[config.mk]
export PLATFORM = sky130hd
export DESIGN_NAME = mem_port_arbiter
export DESIGN_NICKNAME = d
export VERILOG_FILES = /design/src/rtl/mem_port_arbiter_pkg.sv /design/src/rtl/mem_port_arbiter_burst_seq.sv /design/src/rtl/mem_port_arbiter.sv
export SDC_FILE = /design/constraint.sdc
export NUM_CORES = 1
export LEC_CHECK = 0
export CAP_MARGIN = 30
export CORE_MARGIN = 5
export CORE_UTILIZATION = 27
export CTS_BUF_LIST = sky130_fd_sc_hd__clkbuf_4
export DETAILED_ROUTE_END_ITERATION = 6
export PLACE_DENSITY_LB_ADDON = 0.1
export SETUP_SLACK_MARGIN = 0.1
export SYNTH_ARGS = -nofsm -noshare
export SYNTH_HDL_FRONTEND = slang
export SYNTH_SLANG_ARGS = --single-unit
[constraint.sdc]
create_clock -name clk -period 1.8 [get_ports clk]
set_input_delay 0.36 -clock clk [delete_from_list [all_inputs] [get_ports clk]]
set_output_delay 0.36 -clock clk [all_outputs]
set_load 0.1 [all_outputs]
[src/rtl/mem_port_arbiter_pkg.sv]
// Shared types and line-geometry helpers for the instruction/data memory port arbiter.
package mem_port_arbiter_pkg;

    // Arbiter FSM encoding
    typedef enum logic [1:0] {
        IDLE     = 2'd0,
        IC_BURST = 2'd1,
        DC_BURST = 2'd2
    } state_t;

    // Which cache owned the most recent burst, used for round-robin tie breaks
    typedef enum logic {
        OWN_IC = 1'b0,
        OWN_DC = 1'b1
    } owner_t;

    // Line offset bits for the default 4-word line (word index + byte offset)
    localparam int DEFAULT_LINE_WORDS = 4;
    localparam int LINE_OFF_BITS      = $clog2(DEFAULT_LINE_WORDS) + 2;

    // Line offset bits for an arbitrary power-of-two line size
    function automatic int line_off_bits(input int line_words);
        return $clog2(line_words) + 2;
    endfunction

endpackage

[src/rtl/mem_port_arbiter_burst_seq.sv]
// Beat sequencer for one cache-line burst: holds the line base, counts beats,
// produces the word address of the current beat and flags the final beat.
module mem_burst_seq
    import mem_port_arbiter_pkg::*;
#(
    parameter int LINE_WORDS = 4,
    parameter int ADDR_W     = 32
) (
    input  logic              clk,
    input  logic              rst,
    input  logic              start,
    input  logic [ADDR_W-1:0] start_addr,
    input  logic              advance,
    output logic [ADDR_W-1:0] beat_addr,
    output logic              last_beat
);

    localparam int OFF_W  = line_off_bits(LINE_WORDS);
    localparam int BEAT_W = $clog2(LINE_WORDS);

    logic [BEAT_W-1:0]       beat;
    logic [ADDR_W-OFF_W-1:0] line;
    logic                    unused_low;

    // The byte/word offset of the miss address is discarded; every burst starts at word 0
    assign unused_low = ^start_addr[OFF_W-1:0];

    // Beat counter: restarts on a new grant, wraps naturally after the last beat
    always_ff @(posedge clk or posedge rst) begin
        if (rst) begin
            beat <= '0;
        end else if (start) begin
            beat <= '0;
        end else if (advance) begin
            beat <= beat + BEAT_W'(1);
        end
    end

    // Line base capture; only meaningful while a burst is active, so it carries no reset
    always_ff @(posedge clk) begin
        if (start) begin
            line <= start_addr[ADDR_W-1:OFF_W];
        end
    end

    assign beat_addr = {line, OFF_W'(0)} + ADDR_W'({beat, 2'b00});
    assign last_beat = (beat == BEAT_W'(LINE_WORDS - 1));

endmodule

[src/rtl/mem_port_arbiter.sv]
// Shares the single memory port between Icache refills and Dcache refills/write-backs.
// Round-robin arbitration in IDLE, fixed-length bursts, and a drop flag that lets the
// fetch side abandon a refill while the memory transaction still runs to completion.
module mem_port_arbiter
    import mem_port_arbiter_pkg::*;
#(
    parameter int LINE_WORDS = 4,
    parameter int ADDR_W     = 32
) (
    input  logic              clk,
    input  logic              rst,

    input  logic              ic_req_i,
    input  logic [ADDR_W-1:0] ic_addr_i,
    input  logic              ic_abort_i,
    output logic              ic_gnt_o,
    output logic [31:0]       ic_rdata_o,
    output logic              ic_rvalid_o,
    output logic              ic_done_o,

    input  logic              dc_req_i,
    input  logic              dc_we_i,
    input  logic [ADDR_W-1:0] dc_addr_i,
    input  logic [31:0]       dc_wdata_i,
    output logic              dc_gnt_o,
    output logic              dc_wnext_o,
    output logic [31:0]       dc_rdata_o,
    output logic              dc_rvalid_o,
    output logic              dc_done_o,

    output logic              mem_req_o,
    output logic              mem_we_o,
    output logic [ADDR_W-1:0] mem_addr_o,
    output logic [31:0]       mem_wdata_o,
    input  logic [31:0]       mem_rdata_i,
    input  logic              mem_ready_i
);

    state_t            state;
    state_t            state_nxt;
    owner_t            last_owner;
    logic              drop;
    logic              we;

    logic              ic_cand;
    logic              dc_cand;
    logic              grant_ic;
    logic              grant_dc;
    logic              start;
    logic [ADDR_W-1:0] start_addr;
    logic              in_burst;
    logic              ic_own;
    logic              dc_own;
    logic              beat_done;
    logic              last_beat;
    logic              last_done;
    logic [ADDR_W-1:0] beat_addr;

    // An abort in IDLE masks the Icache request for that cycle only
    assign ic_cand    = ic_req_i && !ic_abort_i;
    assign dc_cand    = dc_req_i;

    assign in_burst   = (state != IDLE);
    assign ic_own     = (state == IC_BURST);
    assign dc_own     = (state == DC_BURST);
    assign beat_done  = in_burst && mem_ready_i;
    assign last_done  = beat_done && last_beat;

    assign start      = grant_ic || grant_dc;
    assign start_addr = grant_ic ? ic_addr_i : dc_addr_i;

    // FSM state register
    always_ff @(posedge clk or posedge rst) begin
        if (rst) begin
            state <= IDLE;
        end else begin
            state <= state_nxt;
        end
    end

    // Next-state and grant decode; ties go to the side that did not own the last burst
    always_comb begin
        state_nxt = state;
        grant_ic  = 1'b0;
        grant_dc  = 1'b0;
        case (state)
            IDLE: begin
                if (ic_cand && (!dc_cand || last_owner == OWN_DC)) begin
                    grant_ic  = 1'b1;
                    state_nxt = IC_BURST;
                end else if (dc_cand) begin
                    grant_dc  = 1'b1;
                    state_nxt = DC_BURST;
                end
            end
            IC_BURST, DC_BURST: begin
                if (last_done) begin
                    state_nxt = IDLE;
                end
            end
            default: begin
                state_nxt = IDLE;
            end
        endcase
    end

    // Burst direction latched at grant; Icache bursts are always reads
    always_ff @(posedge clk or posedge rst) begin
        if (rst) begin
            we <= 1'b0;
        end else if (start) begin
            we <= grant_dc && dc_we_i;
        end
    end

    // Round-robin history, updated when a burst finishes its last beat
    always_ff @(posedge clk or posedge rst) begin
        if (rst) begin
            last_owner <= OWN_DC;
        end else if (last_done) begin
            last_owner <= ic_own ? OWN_IC : OWN_DC;
        end
    end

    // Drop flag: an abort during an Icache burst silences the rest of it
    always_ff @(posedge clk or posedge rst) begin
        if (rst) begin
            drop <= 1'b0;
        end else if (last_done) begin
            drop <= 1'b0;
        end else if (ic_own && ic_abort_i) begin
            drop <= 1'b1;
        end
    end

    mem_burst_seq #(
        .LINE_WORDS (LINE_WORDS),
        .ADDR_W     (ADDR_W)
    ) u_seq (
        .clk        (clk),
        .rst        (rst),
        .start      (start),
        .start_addr (start_addr),
        .advance    (beat_done),
        .beat_addr  (beat_addr),
        .last_beat  (last_beat)
    );

    // Memory port: everything is qualified by the burst state so IDLE drives zeros
    assign mem_req_o   = in_burst;
    assign mem_we_o    = in_burst && we;
    assign mem_addr_o  = in_burst ? beat_addr : '0;
    assign mem_wdata_o = (dc_own && we) ? dc_wdata_i : '0;

    // Icache response steering
    assign ic_gnt_o    = ic_own;
    assign ic_rvalid_o = ic_own && mem_ready_i && !drop;
    assign ic_rdata_o  = ic_rvalid_o ? mem_rdata_i : '0;
    assign ic_done_o   = ic_own && last_done && !drop;

    // Dcache response steering
    assign dc_gnt_o    = dc_own;
    assign dc_rvalid_o = dc_own && mem_ready_i && !we;
    assign dc_wnext_o  = dc_own && mem_ready_i && we;
    assign dc_rdata_o  = dc_rvalid_o ? mem_rdata_i : '0;
    assign dc_done_o   = dc_own && last_done;

endmodule

======== Word level (Yosys, flattened, before mapping) ========
Index checks and enable logic that the tools add are counted.
storage, ports and cells
  flip-flop bits (word level) ............. 35
  input port bits ......................... 135
operators by class
  reductions and logical operators ........ 28
  muxes and demuxes ....................... 19
  eq/ne operators ......................... 5
  add/sub/neg operators ................... 2
operator list
  cell                                                                    number
  32-bit 2-to-1 mux                                                       5
  32-bit by 4-bit adder with 32-bit output                                1
  1-bit logical AND                                                       16
  2-bit 2-to-1 mux                                                        5
  1-bit 2-to-1 mux                                                        8
  2-bit nonzero test                                                      3
  2-bit equality test (second input constant)                             2
  1-bit logical NOT                                                       4
  2-bit case mux with 2 select lines                                      1
  3-bit inequality test (second input constant)                           1
  2-bit by 1-bit adder with 2-bit output (second input constant)          1
  2-bit by 1-bit equality test with 1-bit output (second input constant)  1
  2-bit logical NOT                                                       1
  1-bit logical OR                                                        2
  2-bit inequality test (second input constant)                           1
  2-bit AND reduction                                                     1
  2-bit OR reduction                                                      1

======== Depth between registers and ports, before layout ========
Gate-level depths: netlist of run 1.
  word-level depth ........................ 7
  gate-level depth with buffers ........... 6

======== Cells and area by module ========
Synthesis of run 1 repeated with hierarchy kept, for this count alone.
unflattened totals
  cell total of the unflattened synthesis .. 257
  area, all modules ....................... 2711.4 µm²
by module, submodules not included
  module            area an instance (µm²)  cells each  seq. area each (µm²)  times used
  mem_port_arbiter  1759.2                  218         126.4                 1
  mem_burst_seq     952.2                   39          890.9                 1

======== Worst setup path before layout of run 1 ========
Ideal clock, no wire load.
  path type ............................... reg-to-output
  start point ............................. register state[1]
  end point ............................... output port ic_done_o
  path buffers ............................ 0
  setup slack ............................. -2145 ps
  cell stages (with the launch flop) ...... 4
  data arrival time ....................... 3585 ps
  cell sequence ........................... dfrtp_1 > inv_1 > ha_1 > nor3b_1
RTL lines
  what                                            RTL line                 source
  start: declaration                              mem_port_arbiter.sv:39   state_t state;
  start signal: assignment                        mem_port_arbiter.sv:77   state <= state_nxt;
  2-bit by 1-bit equality test with 1-bit output  mem_port_arbiter.sv:64   assign ic_own = (state == IC_BURST);
  via ic_gnt_o                                    mem_port_arbiter.sv:16   output logic ic_gnt_o,
  1-bit logical AND (2 in a row)                  mem_port_arbiter.sv:159  assign ic_done_o = ic_own && last_done && !drop;
  end: declaration                                mem_port_arbiter.sv:19   output logic ic_done_o,
The timed path passes the listed nets, and every way through them passes these cells.

======== Worst setup path after layout of run 1 ========
  start point ............................. register state[0]
  end point ............................... output port ic_rdata_o[28]
between the ends
  longest elaborated chain between the ends .. 4
ends and longest elaborated chain
  what                                            RTL line                 source
  2-bit by 1-bit equality test with 1-bit output  mem_port_arbiter.sv:64
  1-bit logical AND (2 in a row)                  mem_port_arbiter.sv:157  assign ic_rvalid_o = ic_own && mem_ready_i && !drop;
  32-bit 2-to-1 mux                               mem_port_arbiter.sv:158  assign ic_rdata_o = ic_rvalid_o ? mem_rdata_i : '0;
  end: declaration                                mem_port_arbiter.sv:17   output logic [31:0] ic_rdata_o,
No other way between the ends.

==> results of run 1 <==
-- area by class of cell --
class	count	area, um^2	share of cell area [%]
clock inverters	1	5.00	0.0635
flip-flops and latches	35	1020	12.9
clock buffers	7	52.6	0.667
inverters	6	28.8	0.365
well taps	129	161	2.05
repair buffers	305	4540	57.6
multi-input cells	192	2080	26.4
-- critical path, cell delays in order, from the launching register on --
cell and delay, ps:
sky130_fd_sc_hd__dfrtp_1 410, sky130_fd_sc_hd__buf_4 150, sky130_fd_sc_hd__ha_4 150, sky130_fd_sc_hd__and3b_2 220
sky130_fd_sc_hd__buf_12 170, sky130_fd_sc_hd__and2_4 180, sky130_fd_sc_hd__buf_12 160
-- metal layers --
| layer | up-vias | GRT usage, % |
|---|---|---|
| met4 | 0 | 8.31 |
| met5 | - | 0 |
| li1 | 1447 | - |
| met3 | 30 | 7.83 |
| met1 | 1449 | 21.3 |
| met2 | 167 | 42.9 |
-- flip-flops by register name, summed over array words and instances, names as in the netlist --
name	flops
drop	1
last_owner	1
state	2
u_seq.beat	2
u_seq.line	28
we	1
-- cell usage after synthesis (2+ instances only) --
| cell type | number |
|---|---|
| sky130_fd_sc_hd__nand2_1 | 3 |
| sky130_fd_sc_hd__o21ai_0 | 2 |
| sky130_fd_sc_hd__inv_1 | 6 |
| sky130_fd_sc_hd__nor2_1 | 3 |
| sky130_fd_sc_hd__a21oi_1 | 5 |
| sky130_fd_sc_hd__buf_4 | 2 |
| sky130_fd_sc_hd__ha_1 | 4 |
| sky130_fd_sc_hd__and3_1 | 33 |
| sky130_fd_sc_hd__edfxtp_1 | 28 |
| sky130_fd_sc_hd__buf_6 | 2 |
| sky130_fd_sc_hd__clkbuf_1 | 13 |
| sky130_fd_sc_hd__and2_1 | 65 |
| sky130_fd_sc_hd__buf_2 | 5 |
| sky130_fd_sc_hd__mux2_4 | 9 |
| sky130_fd_sc_hd__mux2_2 | 19 |
| sky130_fd_sc_hd__nor2b_1 | 32 |
| sky130_fd_sc_hd__dfrtp_1 | 6 |
-- timing repair --
action                     CTS  global route
pin swaps                    5             8
cloned                       5             3
resized for setup           19            22
setup endpoints to repair  162           195
buffers inserted            14             5
hold buffers                 0             0
-- through the flow --
| step | TNS (ps) | util, % | instances |
|---|---|---|---|
| final | -35890 | 85.3 | 675 |
| after global routing | -48400 | 85.3 | 675 |
| after CTS | -36170 | 84.7 | 674 |
| after detailed placement | -26020 | 80.7 | 647 |
| after global placement | -23340 | 80.7 | 647 |
| after floorplan | -23270 | - | 255 |
-- power by group through the flow --
stage	Clock [W]	Sequential [W]	Combinational, W
detailed placement	0	0.00139	0.0116
finish	0.000462	0.00138	0.0127
CTS	0.000472	0.00137	0.0125
global placement	0	0.00136	0.0115
global route	0.000521	0.00142	0.0130
floorplan	0	0.00137	0.00779
-- kinds of logic after synthesis --
family | count (synthesis) | share of synthesized area, %
AO/OA/AOI/OAI | 14 | 3.53
AND/OR/NAND/NOR | 143 | 35.2
other | 1 | 0.147
multiplexers | 29 | 14.1
adder cells (fa/ha/maj) | 4 | 1.96
flip-flops | 35 | 39.9
buffers and inverters | 28 | 5.25
-- worst min-delay path by stage --
stage                     from          to  slack, ps  depth (start not counted)
finish                     rst    state[0]        230                          2
global route               rst    state[0]        240                          2
CTS                        rst    state[0]        250                          2
detailed placement  last_owner  last_owner        490                          2
global placement    last_owner  last_owner        470                          2
floorplan                  rst        drop        160                          1
-- cells in the final DEF, fill, tap and decap left out, types with 2 or more instances in the layout --
cell type | synthesis | final
sky130_fd_sc_hd__a21oi_1 | 5 | 2
sky130_fd_sc_hd__a21oi_2 | 0 | 2
sky130_fd_sc_hd__and2_4 | 0 | 65
sky130_fd_sc_hd__and3_4 | 0 | 33
sky130_fd_sc_hd__buf_12 | 0 | 142
sky130_fd_sc_hd__buf_16 | 0 | 3
sky130_fd_sc_hd__buf_4 | 2 | 18
sky130_fd_sc_hd__buf_6 | 2 | 11
sky130_fd_sc_hd__buf_8 | 0 | 3
sky130_fd_sc_hd__clkbuf_16 | 0 | 2
sky130_fd_sc_hd__clkbuf_4 | 0 | 7
sky130_fd_sc_hd__clkdlybuf4s50_1 | 0 | 125
sky130_fd_sc_hd__conb_1 | 1 | 2
sky130_fd_sc_hd__dfrtp_1 | 6 | 6
sky130_fd_sc_hd__edfxtp_1 | 28 | 28
sky130_fd_sc_hd__ha_4 | 0 | 3
sky130_fd_sc_hd__inv_1 | 6 | 2
sky130_fd_sc_hd__inv_2 | 0 | 2
sky130_fd_sc_hd__mux2_2 | 19 | 18
sky130_fd_sc_hd__mux2_4 | 9 | 10
sky130_fd_sc_hd__nand2_1 | 3 | 2
sky130_fd_sc_hd__nor2_4 | 0 | 2
sky130_fd_sc_hd__nor2b_4 | 1 | 32
==> results.rst, run 1 <==
.. list-table::
   :header-rows: 1

   * - Metric
     - Value
   * - Run status
     - finished, violations left
   * - Violated checks
     - negative setup slack
   * - Die Outline Area
     - 11,500 um^2
   * - Global placement routability congestion
     - 0.788
   * - Fraction of synthesis flops using an asynchronous set or reset pin
     - 20.0%
   * - Cell area after layout
     - approximately 7900 um^2
   * - Total wire length after detailed routing
     - 13,500 um
   * - Setup violators final
     - 152
   * - Vias per cell
     - about 4.6
   * - Top metal layer carrying routed signals
     - met4
   * - Final critical path time including I/O delays and setup
     - 2140 ps
   * - Detailed-route via count
     - 3,093
   * - DRC violation count after routing
     - 0
   * - Diode count
     - 0
   * - Area after detailed placement
     - 7460 um^2
   * - WP data arrival
     - roughly 1800 ps
   * - Power Internal
     - 0.00653 W
   * - Power per unit of standard cell area
     - approximately 1800 nW/um^2
   * - Worst Hold Class
     - primary input to async pin
   * - Final total power
     - roughly 0.015 W
   * - Worst reg2reg endpoint
     - u_seq.line[8]
   * - Worst-case setup margin in the final layout
     - -343 ps
   * - Part of the power in combinational logic
     - slightly below 90%
   * - Core area
     - 9240 um^2
   * - Maximum number of pins on one net before global-route repair
     - 34
   * - Reg2reg setup slack
     - -110 ps
   * - Number of maximum-capacitance violations
     - 0
   * - Final hold viol count
     - 0
   * - Type of origin of the critical path
     - register
   * - Reg2Reg Depth
     - 8
   * - Fraction of layout instances using a drive strength above 1
     - about two thirds
   * - Port buffer count
     - around 260
   * - Syn-to-layout area delta
     - 209%
   * - Total gr overflow
     - 0
   * - Flops & latches, synth
     - 35
   * - Antenna violations before repair
     - 0
   * - Final number of max-transition violations
     - 0
   * - Initial DRC Count
     - 57
   * - Count of different cell masters after synthesis
     - 34
   * - EDFF count, synth
     - 28
   * - Wire length per cell
     - about 20 um
   * - Filler instances
     - 460
   * - Synth Area per Inst
     - 10.0 um^2
   * - Sinks on Clock Net
     - 35
   * - Fmax
     - 0.467 GHz
   * - Clock-pin slew on the worst setup and hold paths
     - 110 ps
   * - Cell types occupying the most area after synthesis
     - sky130_fd_sc_hd__edfxtp_1 33%, sky130_fd_sc_hd__and2_1 16%, sky130_fd_sc_hd__mux2_2 8.4%, sky130_fd_sc_hd__and3_1 8.1%, sky130_fd_sc_hd__nor2b_1 7.8%
   * - Die Height
     - between 100 and 150 um
   * - Data required time of the critical path
     - 1440 ps
   * - Count of warnings emitted by yosys
     - 0
   * - RSZ-0062 raised after global routing
     - yes
   * - Clk_lat worst skew
     - 350 ps
   * - Period utilisation layout
     - 119%
   * - Setup slack at placement
     - -317 ps
   * - Top cell type by total area after synthesis
     - sky130_fd_sc_hd__edfxtp_1
   * - Worst Path Class, Setup
     - register to output port
   * - Met2 WL
     - 7500 um
   * - Crit path capture type
     - output port
   * - Startpoint of the worst-slack reg-to-reg timing path
     - state[0]
   * - TritonCTS clock tree
     - done
   * - Sequential-to-total area share from yosys stat
     - 39.9%
   * - Clock Skews
     - 1.99 ps
   * - Detailed-route wire length on metal 1
     - 4230 um
   * - Post-Syn Area
     - 2550 um^2
   * - Effective utilization at floorplan
     - around 28%
   * - Net switching power figure
     - 0.00800 W
   * - Peak VDD IR
     - about 1.5 mV
   * - Number of search-and-repair iterations in the first detailed-routing pass
     - 4
   * - Endpoint of the most critical setup path
     - ic_rdata_o[28]
   * - Overall die width
     - 107 um
   * - Maximum net fanout on the critical path
     - 33
   * - Num CTS Buffers
     - 5
   * - Switching Share
     - 55.1%
   * - Global routing usage summed across all routing layers
     - between 20% and 30%
   * - Fraction of power consumed by the clock network
     - 3.2%
   * - Relative contribution of sequential cells to total power
     - 9.5%
   * - Vias in the first global route
     - 3,338
   * - HPWL after detailed placement
     - 10,400 um
   * - Fraction of synthesized cell area taken by the top area cell type
     - 33.0%
   * - Maximum clock path buffer count
     - 2
   * - Instance count of the mapped netlist
     - 254
   * - Clock root buffer master
     - sky130_fd_sc_hd__clkbuf_4
   * - Met3 layer wire length in the routed design
     - 1330 um
   * - Maximum level of the CTS H-tree
     - 2
   * - Worst slack on hold paths
     - ~230 ps
   * - Routed Antenna Nets
     - 0
   * - Final net count
     - 684
   * - First element of the critical path
     - state[0]
   * - LEAKAGE
     - 3.26 nW
   * - Number of ports placed on the die boundary
     - 272
   * - Leading register cell type out of synthesis
     - sky130_fd_sc_hd__edfxtp_1
   * - Count of standard-cell rows
     - 35
   * - Global-route wire length before repair
     - 19,600 um
Note: power is estimated with default switching activity, not from simulation.
==> inputs of run 2 (changes only) <==
- CORE_AREA: not set -> 2 2 107 109
- CORE_MARGIN: 5 -> not set
- CORE_UTILIZATION: 27 -> not set
- DIE_AREA: not set -> 0 0 109 111
==> run 2 against run 1 <==
The run still ends with negative setup slack left. Wire length down 7.6%. Cell area up 3.5%. Largest power group unchanged. Clock-buffer cell count down 2. Worst hold slack better by 25 ps. Sequential power about the same.
==> results.rst, run 2 (synthesis results as in run 1) <==
.. list-table::
   :header-rows: 1

   * - Metric
     - Value
   * - Run status
     - finished, violations left
   * - Violated checks
     - negative setup slack
   * - Maximum clock path buffer count
     - 2 (unchanged)
   * - Type of origin of the critical path
     - register
   * - Commonest non-fill, non-tap cell in the layout
     - sky130_fd_sc_hd__buf_12
   * - Routed Antenna Nets
     - 0 (unchanged)
   * - Syn-to-layout area delta
     - 220%
   * - Final net count
     - 696 (+1.8%)
   * - Vias per cell
     - 4.37 (-4.6%)
   * - Largest Register
     - u_seq.line
   * - Setup violators final
     - 162 (+6.6%)
   * - Num CTS Buffers
     - 5 (unchanged)
   * - Global routing usage summed across all routing layers
     - 19.7% (-2.5 points)
   * - Leading cell types in the layout, fill and taps excluded
     - 147 x sky130_fd_sc_hd__buf_12, 125 x sky130_fd_sc_hd__clkdlybuf4s50_1, 64 x sky130_fd_sc_hd__and2_4, 33 x sky130_fd_sc_hd__and3_4, 32 x sky130_fd_sc_hd__nor2b_4
   * - Final hold viol count
     - 0 (unchanged)
   * - Maximum level of the CTS H-tree
     - 2 (unchanged)
   * - Port buffer count
     - 261 (unchanged)
   * - Wire length per cell
     - 17.8 um (-11%)
   * - Number of hold-repair buffers added at the cts stage
     - 0 (unchanged)
   * - Total gr overflow
     - 0 (unchanged)
   * - Data required time of the critical path
     - 1440 ps (about the same)
   * - Filler instances
     - 728 (+58%)
   * - Fraction of layout instances using a drive strength above 1
     - 67.0% (-0.067 points)
   * - Clock Skews
     - 8.59 ps (+6.60 ps)
   * - Fmax
     - 0.469 GHz (+0.63%)
   * - Power per unit of standard cell area
     - 1830 nW/um^2 (-0.64%)
   * - Effective utilization at floorplan
     - 23.0% (-4.6 points)
   * - Clock-pin slew on the worst setup and hold paths
     - 100 ps (about the same)
   * - HPWL after detailed placement
     - 9480 um (-9.2%)
   * - Sinks on Clock Net
     - 35 (unchanged)
   * - Registers with the most flip-flops
     - u_seq.line: 28 flops, state: 2 flops, u_seq.beat: 2 flops
   * - Worst Path Class, Setup
     - register to output port
   * - Vias in the first global route
     - 3,210 (-3.8%)
   * - Die Height
     - 111 um (+3.5%)
   * - Global placement routability congestion
     - 0.759 (-3.6%)
   * - Global-route wire length before repair
     - 18,400 um (-6.4%)
   * - DRC violation count after routing
     - 0 (unchanged)
   * - Die Outline Area
     - 12,100 um^2 (+5.3%)
   * - Cell area after layout
     - 8160 um^2 (+3.5%)
   * - Number of maximum-capacitance violations
     - 0 (unchanged)
   * - WP data arrival
     - 1770 ps (about the same)
   * - Final critical path time including I/O delays and setup
     - 2130 ps (-13.3 ps)
   * - Area after detailed placement
     - 7500 um^2 (+0.57%)
   * - Clock root buffer master
     - sky130_fd_sc_hd__clkbuf_4
   * - Detailed-route via count
     - 3,061 (-1.0%)
   * - Period utilisation layout
     - 118% (-0.74 points)
   * - Worst slack on hold paths
     - 259 ps (+25.3 ps)
   * - Worst Hold Class
     - primary input to async pin
   * - Count of standard-cell rows
     - 39 (+11%)
   * - Clk_lat worst skew
     - 340 ps (about the same)
   * - LEAKAGE
     - 3.39 nW (+4.0%)
   * - Number of ports placed on the die boundary
     - 272 (unchanged)
   * - Peak VDD IR
     - 1.37 mV (-8.2%)
   * - Core area
     - 11,100 um^2 (+20%)
   * - Maximum number of pins on one net before global-route repair
     - 36 (+5.9%)
   * - Worst-case setup margin in the final layout
     - -330 ps (+13.3 ps)
   * - Overall die width
     - 109 um (+1.7%)
   * - Antenna violations before repair
     - 0 (unchanged)
   * - Final number of max-transition violations
     - 0 (unchanged)
   * - RSZ-0062 raised after global routing
     - yes
   * - Number of search-and-repair iterations in the first detailed-routing pass
     - 4 (unchanged)
   * - TritonCTS clock tree
     - done
   * - Maximum net fanout on the critical path
     - 33 (unchanged)
   * - Reg2Reg Depth
     - 9 (+1)
   * - Total wire length after detailed routing
     - 12,500 um (-7.6%)
   * - Initial DRC Count
     - 96 (+68%)
   * - Max reg flops
     - 28 (unchanged)
   * - Crit path capture type
     - output port
   * - Diode count
     - 0 (unchanged)
[run 2: cell count changes in the layout (fill, tap and decap cells not counted), sizes merged]
cell    before  now
buf        177  187
clkinv       1    3
inv          5    4
[run 2: critical path, stage by stage, from the launching register on]
cell and delay (ps):
sky130_fd_sc_hd__dfrtp_1 410, sky130_fd_sc_hd__buf_4 150, sky130_fd_sc_hd__ha_4 150, sky130_fd_sc_hd__and3b_2 220, sky130_fd_sc_hd__buf_12 170, sky130_fd_sc_hd__and2_4 170, sky130_fd_sc_hd__buf_12 160
[run 2: timing repair]
action	in CTS	in global routing
buffers inserted	17	7
setup endpoints to repair	162	192
pin swaps	5	12
cloned	7	5
gates resized for setup	34	17
[run 2: layer usage]
metal | share of wire (%) | track usage, % | vias up
li1 | - | - | 1465
met1 | 33 | 20.2 | 1445
met2 | 57 | 38.5 | 142
met3 | 8.5 | 5.35 | 9
met4 | 1.1 | 4.36 | 0
met5 | 0 | 0 | -
[run 2: final timing paths]
check | slack, ps | end | start
max | -330 | ic_rdata_o[26] | state[0]
min | 260 | drop | rst
max reg2reg | -160 | u_seq.line[21] | state[1]
min reg2reg | 510 | last_owner | last_owner
max in group asynchronous | 1270 | last_owner | rst
min in group clk | 510 | last_owner | last_owner
[run 2: per-stage QoR]
step	setup TNS [ps]	cells	worst slack [ps]	total power [W]	utilization (%)
CTS	-35790	691	-341	0.0146	72.1
finish	-39540	700	-330	0.0149	73.7
global placement	-20960	661	-290	0.0129	67.7
detailed placement	-24420	661	-301	0.0131	67.7
global route	-51060	700	-410	0.0154	73.7
floorplan	-23270	255	-394	0.00916	-
[run 2: where the power goes]
part	switching [W]	internal, W	total [W]
clock network	0.000263	0.000139	0.000402
logic	0.00766	0.00552	0.0132
registers	0.000128	0.00124	0.00136
total	0.00805	0.00690	0.0149
[run 2: layout make-up]
type | count | area [um^2] | area share [%]
repair buffers | 317 | 4800 | 58.8
multi-input cells | 192 | 2090 | 25.6
flip-flops and latches | 35 | 1020 | 12.5
well taps | 143 | 179 | 2.19
clock buffers | 5 | 37.5 | 0.460
inverters | 6 | 31.3 | 0.383
clock inverters | 2 | 8.76 | 0.107
==> inputs of run 3 (changes only) <==
==> constraint.sdc (replaced) <==
create_clock -name clk -period 1.8 [get_ports clk]
set_input_delay 0.18 -clock clk [delete_from_list [all_inputs] [get_ports clk]]
set_output_delay 0.18 -clock clk [all_outputs]
set_load 0.1 [all_outputs]
==> run 3 against run 2 <==
First-iteration DRC count rose by 1.0%. Critical path type unchanged. Die area did not move. Global-route usage fell by 0.88 points. Sequential cell count did not move. Power fell by 0.61%. The run still ends with negative setup slack left. Final cell count fell by 1.6%. Worst hold slack got worse by 180 ps. Maximum frequency rose by 7.3%.
==> results.rst, run 3 (synthesis results as in run 1) <==
.. list-table::
   :header-rows: 1

   * - Metric
     - Value
   * - Run status
     - finished, violations left
   * - Violated checks
     - negative setup slack
   * - Largest Register
     - u_seq.line
   * - Fmax
     - 0.504 GHz (+7.3%)
   * - Net switching power figure
     - 0.00799 W (-0.74%)
   * - Peak VDD IR
     - 1.58 mV (+16%)
   * - Worst Hold Class
     - primary input to async pin
   * - Switching Share
     - 53.8% (-0.067 points)
   * - Number of hold-repair buffers added at the cts stage
     - 0 (unchanged)
   * - Core area
     - 11,100 um^2 (unchanged)
   * - Data required time of the critical path
     - 1620 ps (+180 ps)
   * - TritonCTS clock tree
     - done
   * - LEAKAGE
     - 3.37 nW (-0.77%)
   * - Final hold viol count
     - 0 (unchanged)
   * - Final critical path time including I/O delays and setup
     - 1990 ps (-145 ps)
   * - Overall die width
     - 109 um (unchanged)
   * - Routed Antenna Nets
     - 0 (unchanged)
   * - Max reg flops
     - 28 (unchanged)
   * - Power Internal
     - 0.00686 W (-0.47%)
   * - WP data arrival
     - 1810 ps (+40 ps)
   * - Startpoint of the worst-slack reg-to-reg timing path
     - state[1]
   * - Number of maximum-capacitance violations
     - 0 (unchanged)
   * - Clk_lat worst skew
     - 330 ps (about the same)
   * - HPWL after detailed placement
     - 9340 um (-1.5%)
   * - Vias per cell
     - 4.36 (-0.26%)
   * - Worst path cell trace
     - buf_4, ha_4, buf_4, bufbuf_16, and3_4, buf_12
   * - Global placement routability congestion
     - 0.728 (-4.1%)
   * - Commonest non-fill, non-tap cell in the layout
     - sky130_fd_sc_hd__buf_12
   * - Detailed-route via count
     - 3,005 (-1.8%)
   * - Crit path capture type
     - output port
   * - Relative contribution of sequential cells to total power
     - 9.1% (about the same)
   * - Maximum net fanout on the critical path
     - 9 (-73%)
   * - Initial DRC Count
     - 97 (+1.0%)
   * - Maximum level of the CTS H-tree
     - 2 (unchanged)
   * - Fraction of layout instances using a drive strength above 1
     - 66.8% (-0.12 points)
   * - Antenna violations before repair
     - 0 (unchanged)
   * - Vias in the first global route
     - 3,074 (-4.2%)
   * - Worst-case setup margin in the final layout
     - -185 ps (+145 ps)
   * - Num CTS Buffers
     - 5 (unchanged)
   * - Period utilisation layout
     - 110% (-8.0 points)
   * - Die Outline Area
     - 12,100 um^2 (unchanged)
   * - Area occupied by multi-input gates
     - 2120 um^2 (+1.6%)
   * - Setup slack at placement
     - 41.0 ps (+342 ps)
   * - Wire length per cell
     - 17.7 um (-0.43%)
   * - Diode count
     - 0 (unchanged)
   * - Clock-pin slew on the worst setup and hold paths
     - 110 ps (about the same)
   * - Reg2reg setup slack
     - -170 ps (about the same)
   * - Cell repeated most along the worst path
     - sky130_fd_sc_hd__buf_4
   * - Registers with the most flip-flops
     - u_seq.line: 28 flops, state: 2 flops, u_seq.beat: 2 flops
   * - Filler instances
     - 727 (-0.14%)
   * - Delay of the slowest cell on the worst path
     - 400 ps (about the same)
   * - Clock root buffer master
     - sky130_fd_sc_hd__clkbuf_4
   * - Final number of max-transition violations
     - 0 (unchanged)
   * - Setup violators final
     - 161 (-0.62%)
   * - Count of standard-cell rows
     - 39 (unchanged)
   * - Number of search-and-repair iterations in the first detailed-routing pass
     - 3 (-1)
   * - Worst slack on hold paths
     - 76.5 ps (-182 ps)
   * - Total gr overflow
     - 0 (unchanged)
   * - Die Height
     - 111 um (unchanged)
   * - Worst Path Class, Setup
     - register to output port
   * - Type of origin of the critical path
     - register
   * - Reg2Reg Depth
     - 9 (unchanged)
   * - Port buffer count
     - 261 (unchanged)
   * - Total wire length after detailed routing
     - 12,200 um (-2.0%)
   * - Effective utilization at floorplan
     - 23.0% (unchanged)
   * - Clock Skews
     - 11.5 ps (+2.94 ps)
   * - Sequential standard cell area
     - 1020 um^2 (unchanged)
   * - Maximum clock path buffer count
     - 2 (unchanged)
   * - Global routing usage summed across all routing layers
     - 18.8% (-0.88 points)
   * - Fraction of power consumed by the clock network
     - 3.0% (+0.3 points)
   * - Sinks on Clock Net
     - 35 (unchanged)
   * - Syn-to-layout area delta
     - 216%
   * - DRC violation count after routing
     - 0 (unchanged)
   * - Area after detailed placement
     - 7400 um^2 (-1.4%)
   * - Power per unit of standard cell area
     - 1840 nW/um^2 (+0.59%)
   * - Global-route wire length before repair
     - 17,600 um (-4.2%)
   * - Part of the power in combinational logic
     - 87.9% (-0.3 points)
   * - Leading cell types in the layout, fill and taps excluded
     - 145 x sky130_fd_sc_hd__buf_12, 126 x sky130_fd_sc_hd__clkdlybuf4s50_1, 64 x sky130_fd_sc_hd__and2_4, 33 x sky130_fd_sc_hd__nor2b_4, 33 x sky130_fd_sc_hd__and3_4
   * - Number of ports placed on the die boundary
     - 272 (unchanged)
   * - Cell area after layout
     - 8060 um^2 (-1.2%)
   * - Maximum number of pins on one net before global-route repair
     - 34 (-5.6%)
   * - Worst reg2reg endpoint
     - u_seq.line[25]
   * - Final net count
     - 684 (-1.7%)
   * - Cell with the biggest individual delay on the critical path
     - sky130_fd_sc_hd__dfrtp_1
   * - RSZ-0062 raised after global routing
     - yes
## run 3: layout make-up
type	instances	area share [%]
multi-input cells	192	26.3
clock inverters	2	0.155
well taps	143	2.22
flip-flops and latches	35	12.6
inverters	6	0.326
repair buffers	305	57.8
clock buffers	6	0.559
## run 3: worst max-delay path by stage
stage             start         endpoint  slack (ps)  cells after the start
3_3_place_gp   ic_req_i   u_seq.line[22]          60                      5
3_5_place_dp   ic_req_i   u_seq.line[25]          40                      5
5_1_grt        state[1]   ic_rdata_o[31]        -260                      6
6_report       state[1]  mem_wdata_o[18]        -190                      6
2_1_floorplan  state[1]        ic_done_o        -210                      4
4_1_cts        state[0]   ic_rdata_o[23]        -190                      6
## run 3: critical path, delay by kind of cell, from the launching register on
| family | cells | cell delay [ps] |
|---|---|---|
| buffers and inverters | 4 | 710 |
| flip-flops | 1 | 400 |
| AND/OR/NAND/NOR | 1 | 180 |
| adder cells (fa/ha/maj) | 1 | 170 |
## run 3: metrics by stage
step | std cells | total power (W) | TNS [ps] | utilization, %
3_3_place_gp | 652 | 0.0127 | 0 | 66.8
5_1_grt | 689 | 0.0154 | -33940 | 72.8
3_5_place_dp | 652 | 0.0129 | 0 | 66.8
6_report | 689 | 0.0149 | -18960 | 72.8
4_1_cts | 677 | 0.0143 | -14270 | 70.0
2_1_floorplan | 255 | 0.00902 | -4830 | -
## run 3: metal layers
| layer | vias up | part of all wire, % | global-route usage, % |
|---|---|---|---|
| met5 | - | 0 | 0 |
| met3 | 4 | 8.9 | 5.70 |
| met2 | 138 | 57 | 37.3 |
| met1 | 1421 | 34 | 19.1 |
| li1 | 1442 | - | - |
| met4 | 0 | 0.43 | 2.56 |
## run 3: power groups by stage
stage | Sequential [W] | Clock [W] | Combinational [W]
2_1_floorplan | 0.00137 | 0 | 0.00766
3_3_place_gp | 0.00138 | 0 | 0.0114
3_5_place_dp | 0.00139 | 0 | 0.0115
4_1_cts | 0.00136 | 0.000461 | 0.0125
5_1_grt | 0.00139 | 0.000499 | 0.0135
6_report | 0.00136 | 0.000443 | 0.0131
## run 3: timing repair
item	CTS	global route
gates resized for setup	24	25
setup endpoints to repair	134	194
setup buffers	13	6
cloned	4	8
pin swaps	14	14
==> RTL edit 1: new RTL, flow settings as in run 3 <==
Encoding of `state_t`: now one-hot (3 bits for 3 states).
--- a/src/rtl/mem_port_arbiter_pkg.sv
+++ b/src/rtl/mem_port_arbiter_pkg.sv
@@ -2,10 +2,10 @@
 package mem_port_arbiter_pkg;
 
     // Arbiter FSM encoding
-    typedef enum logic [1:0] {
-        IDLE     = 2'd0,
-        IC_BURST = 2'd1,
-        DC_BURST = 2'd2
+    typedef enum logic [2:0] {
+        IDLE     = 3'b001,
+        IC_BURST = 3'b010,
+        DC_BURST = 3'b100
     } state_t;
 
     // Which cache owned the most recent burst, used for round-robin tie breaks
Formal check against the unedited RTL: no difference found for any inputs over 10 cycles, from zero or initial values and one cycle with rst high; not proved beyond that.
==> RTL edit 1 against run 3 <==
  * The run still ends with setup timing left
  * Total power decreased by 24%
  * Routed wire length grew 1.2%
  * Sequential cell count rose by 1
  * Worst setup slack worse by 190 ps
  * Die area unchanged
  * Synthesized area increased by 2.5%
  * Register-to-register slack worse by 200 ps
  * Design area down 1.9%
  * Critical path type unchanged
  * Largest power group unchanged
==> RTL edit 1: results (changes against run 3) <==
outcome=finished with violations; violated checks=setup timing; met2 usage in global routing=35.5% (-1.7 points); non-clk buf share=58.3% (+0.53 points); clk_skew=11.4 ps (-0.0979 ps); post-cts resize count=35 (+46%); DRT iter0 DRCs=64 (-34%); router iterations before antenna repair=4 (+1); # fillers=751 (+3.3%); share of layout cells above drive strength 1=66.5% (-0.37 points); number of global-route vias before repair=3022 (-1.7%); CLK BUF=5 (-1); # Post-CTS Setup Buffers=10 (-3); Finish-stage setup viols=192 (+19%); final setup margin=-377 ps (-191 ps); GR Util All Layers=18.9% (+0.089 points); metal1 wirelength=4.04 mm (-2.1%); sequential fraction of the synthesis area=39.9% (+0.051 points); detailed placement HPWL=9.10 mm (-2.6%); Crit path arrival time=2000 ps (+190 ps); clock-cell share of area=0.949% (+0.24 points); CP Max Fanout=6 (-3); Max stage delay on crit path=580 ps (+180 ps); post-route setup TNS=-51130 ps (-32170 ps); P_leak=0.00325 uW (-3.5%); Non-clk invs=12 (+6); met2 WL=6.90 mm (-0.69%); routability cong.=0.773 (+6.2%); M1 GR Usage=19.7% (+0.56 points); synth top area cells=edfxtp_1, and2_1, mux2_2, and3_1, dfrtp_1; GR Util met3=6.58% (+0.88 points); pre-CTS setup slack=-83.6 ps (-125 ps); asr flop ratio synth=22.2% (+2.2 points); post-DR vias/cell=4.44 (+1.9%); Seq Cell Count=36 (+2.9%); maximum VDD drop=1.03 mV (-35%)
RTL edit 1: cell types whose count changed in the layout (fill, tap and decap cells not counted), sizes merged, moves of 2 or more:
cell,run 3,this run
and2,65,94
ha,4,1
clkinvlp,2,0
nand2,3,1
inv,5,7
clkinv,1,7
or3b,0,2
a21o,0,2
nor3,0,2
a21oi,5,3
nor3b,1,3
nor2b,33,1
RTL edit 1: kinds of logic (layout without fill, tap and decap cells):
| logic type | Yosys count | after routing | synth area share, % |
|---|---|---|---|
| buffers and inverters | 28 | 325 | 6.56 |
| flip-flops | 36 | 36 | 39.9 |
| multiplexers | 29 | 29 | 13.8 |
| adder cells (fa/ha/maj) | 1 | 1 | 0.479 |
| other | 1 | 2 | 0.143 |
| AND/OR/NAND/NOR | 142 | 142 | 35.2 |
| AO/OA/AOI/OAI | 13 | 13 | 3.59 |
| XOR/XNOR | 1 | 1 | 0.335 |
RTL edit 1: worst paths after layout:
check                              start        endpoint  slack (ps)  depth (start not counted)
max                             state[0]   mem_addr_o[4]        -380                          7
min                                  rst            drop         100                          2
max reg2reg                     state[0]  u_seq.line[19]        -370                          6
min reg2reg                u_seq.beat[1]   u_seq.beat[1]         570                          1
max in group asynchronous            rst        state[0]        1410                          2
min in group clk              ic_abort_i            drop         490                          3
RTL edit 1: report_power, final:
| group | switching, uW | internal (uW) |
|---|---|---|
| combinational | 5370 | 3950 |
| clock | 268 | 284 |
| sequential | 122 | 1260 |
| total | 5760 | 5490 |
RTL edit 1: per-stage QoR:
step | area, sq um | instances | power [uW]
after detailed placement | 7210 | 652 | 9530
final | 7910 | 692 | 11300
after global placement | 7210 | 652 | 9450
after global routing | 7910 | 692 | 11600
after CTS | 7590 | 676 | 10900
after floorplan | 3080 | 252 | 6570
==> RTL edit 2: new RTL, flow settings as in run 3 <==
Without the edit above. `ADDR_W` is set to 32 in 2 places; all go to 24.
--- a/src/rtl/mem_port_arbiter_burst_seq.sv
+++ b/src/rtl/mem_port_arbiter_burst_seq.sv
@@ -4,7 +4,7 @@
     import mem_port_arbiter_pkg::*;
 #(
     parameter int LINE_WORDS = 4,
-    parameter int ADDR_W     = 32
+    parameter int ADDR_W     = 24
 ) (
     input  logic              clk,
     input  logic              rst,
--- a/src/rtl/mem_port_arbiter.sv
+++ b/src/rtl/mem_port_arbiter.sv
@@ -5,7 +5,7 @@
     import mem_port_arbiter_pkg::*;
 #(
     parameter int LINE_WORDS = 4,
-    parameter int ADDR_W     = 32
+    parameter int ADDR_W     = 24
 ) (
     input  logic              clk,
     input  logic              rst,
Ports: changed (resized dc_addr_i, ic_addr_i and mem_addr_o); port bits go from 272 to 248. The function was not compared with the original's and may differ.
==> RTL edit 2 against run 3 <==
  * The run still ends with setup timing left
  * Routed wire length decreased by 11%
  * Synthesized area shrank 13%
  * Design area decreased by 8.2%
  * Total power shrank 14%
  * Combinational power down 13%
  * Maximum frequency shrank 0.95%
  * Sequential cell count shrank 8
  * Sequential share of layout area down 2.1 points
  * Worst setup slack lost 19 ps
==> RTL edit 2: results (changes against run 3) <==
outcome=finished with violations; violated checks=setup timing; Finish-stage setup viols=164 (+1.9%); maximum VDD drop=1.20 mV (-24%); asr flop ratio synth=25.9% (+5.9 points); H-tree depth=1 (-1); met3 WL=748 um (-31%); # fillers=795 (+9.4%); Cell variety after synth=35 (+2.9%); Crit path arrival time=~1800 ps; router iterations before antenna repair=4 (+1); Post-DP Area=6670 sq um (-9.8%); Worst Setup SP=state[0]; Synth Area in XOR/XNOR=0% (unchanged); Synth Area in Adders=2.25% (+0.29 points); GR Util met3=3.00% (-2.7 points); Hold WS=91.9 ps (+15.4 ps); metal1 wirelength=4.05 mm (-1.9%); clk_skew=8.96 ps (-2.57 ps); sequential fraction of the synthesis area=35.0% (-4.9 points); first-pass GRT wire length=15.9 mm (-9.6%); number of synthesized flops with an enable pin=20 (-29%); Final nets=623 (-8.9%); crit path to=dc_rdata_o[29]; FF-to-FF End=u_seq.line[3]; P_leak=0.00307 uW (-8.9%); TritonCTS Buffers=3 (-2); post-DR vias/cell=4.24 (-2.7%); Worst-path clk slew=170 ps (+60 ps); flop and latch count out of synthesis=27 (-23%); detailed placement HPWL=8.01 mm (-14%); GR Util All Layers=16.8% (-2.0 points); share of layout cells above drive strength 1=69.3% (+2.5 points); Synth top cells by count=and2_1, and3_1, nor2b_1; Largest regs=u_seq.line x20, state x2, u_seq.beat x2; final setup margin=-204 ps (-19.1 ps); largest net degree at the start of global routing=34 (unchanged); met2 WL=5.94 mm (-15%); IO Port Bufs=237 (-9.2%); wire length per cell=17.0 um (-4.1%); initial antenna violation count=0 (unchanged); number of global-route vias before repair=2857 (-7.1%); M1 GR Usage=18.6% (-0.54 points); met2 usage in global routing=32.3% (-5.0 points); DRT iter0 DRCs=72 (-26%); Max stage delay on crit path=470 ps (+70 ps); setup slack, reg-to-reg=-130 ps (+40 ps)
RTL edit 2: cell types whose count changed after synthesis, sizes merged, moves of 2 or more:
cell	delta
nor2b	-9
buf	-2
edfxtp	-8
o2bb2ai	+2
mux2	-8
a21oi	-3
RTL edit 2: cell families (layout without fill, tap and decap cells):
kind of cell             Yosys count  after routing
adder cells (fa/ha/maj)            4              4
AND/OR/NAND/NOR                  135            135
multiplexers                      20             20
other                              1              2
buffers and inverters             25            298
AO/OA/AOI/OAI                     13             13
flip-flops                        27             27
RTL edit 2: timing repair:
item                                   4_1_cts  5_1_grt
pin swaps                                    6       17
gates resized for setup                     24       29
setup endpoints to repair                  162      171
endpoints found under the hold margin        0        0
gates cloned                                 9        6
setup buffers                               18        9
RTL edit 2: cell type report:
class	instances	area [sq um]	area share [%]
Clock buffer	3	22.5	0.304
Multi-Input combinational cell	174	1930	26.1
Inverter	6	30.0	0.406
Sequential cell	27	777	10.5
Tap cell	143	179	2.42
Clock inverter	1	7.51	0.101
Timing Repair Buffer	288	4460	60.2
RTL edit 2: metrics by stage:
stage / setup TNS [ps] / instances / worst slack (ps)
after global routing: -33740 / 642 / -275
final: -23490 / 642 / -204
after global placement: -37.3 / 602 / -37.3
after detailed placement: -558 / 602 / -62.5
after floorplan: -5100 / 226 / -168
after CTS: -21300 / 633 / -215
RTL edit 2: where the power goes:
group	leakage [uW]	switching, uW	internal (uW)	total (uW)
Combinational	0.00278	6480	4900	11400
Clock	0.0000139	200	85.0	285
Sequential	0.000277	108	942	1050
RTL edit 2: critical path: cells and delay by family (launching register included):
family                   cells  cell delay (ps)
buffers and inverters        3              470
flip-flops                   1              470
adder cells (fa/ha/maj)      1              140
AND/OR/NAND/NOR              2              400
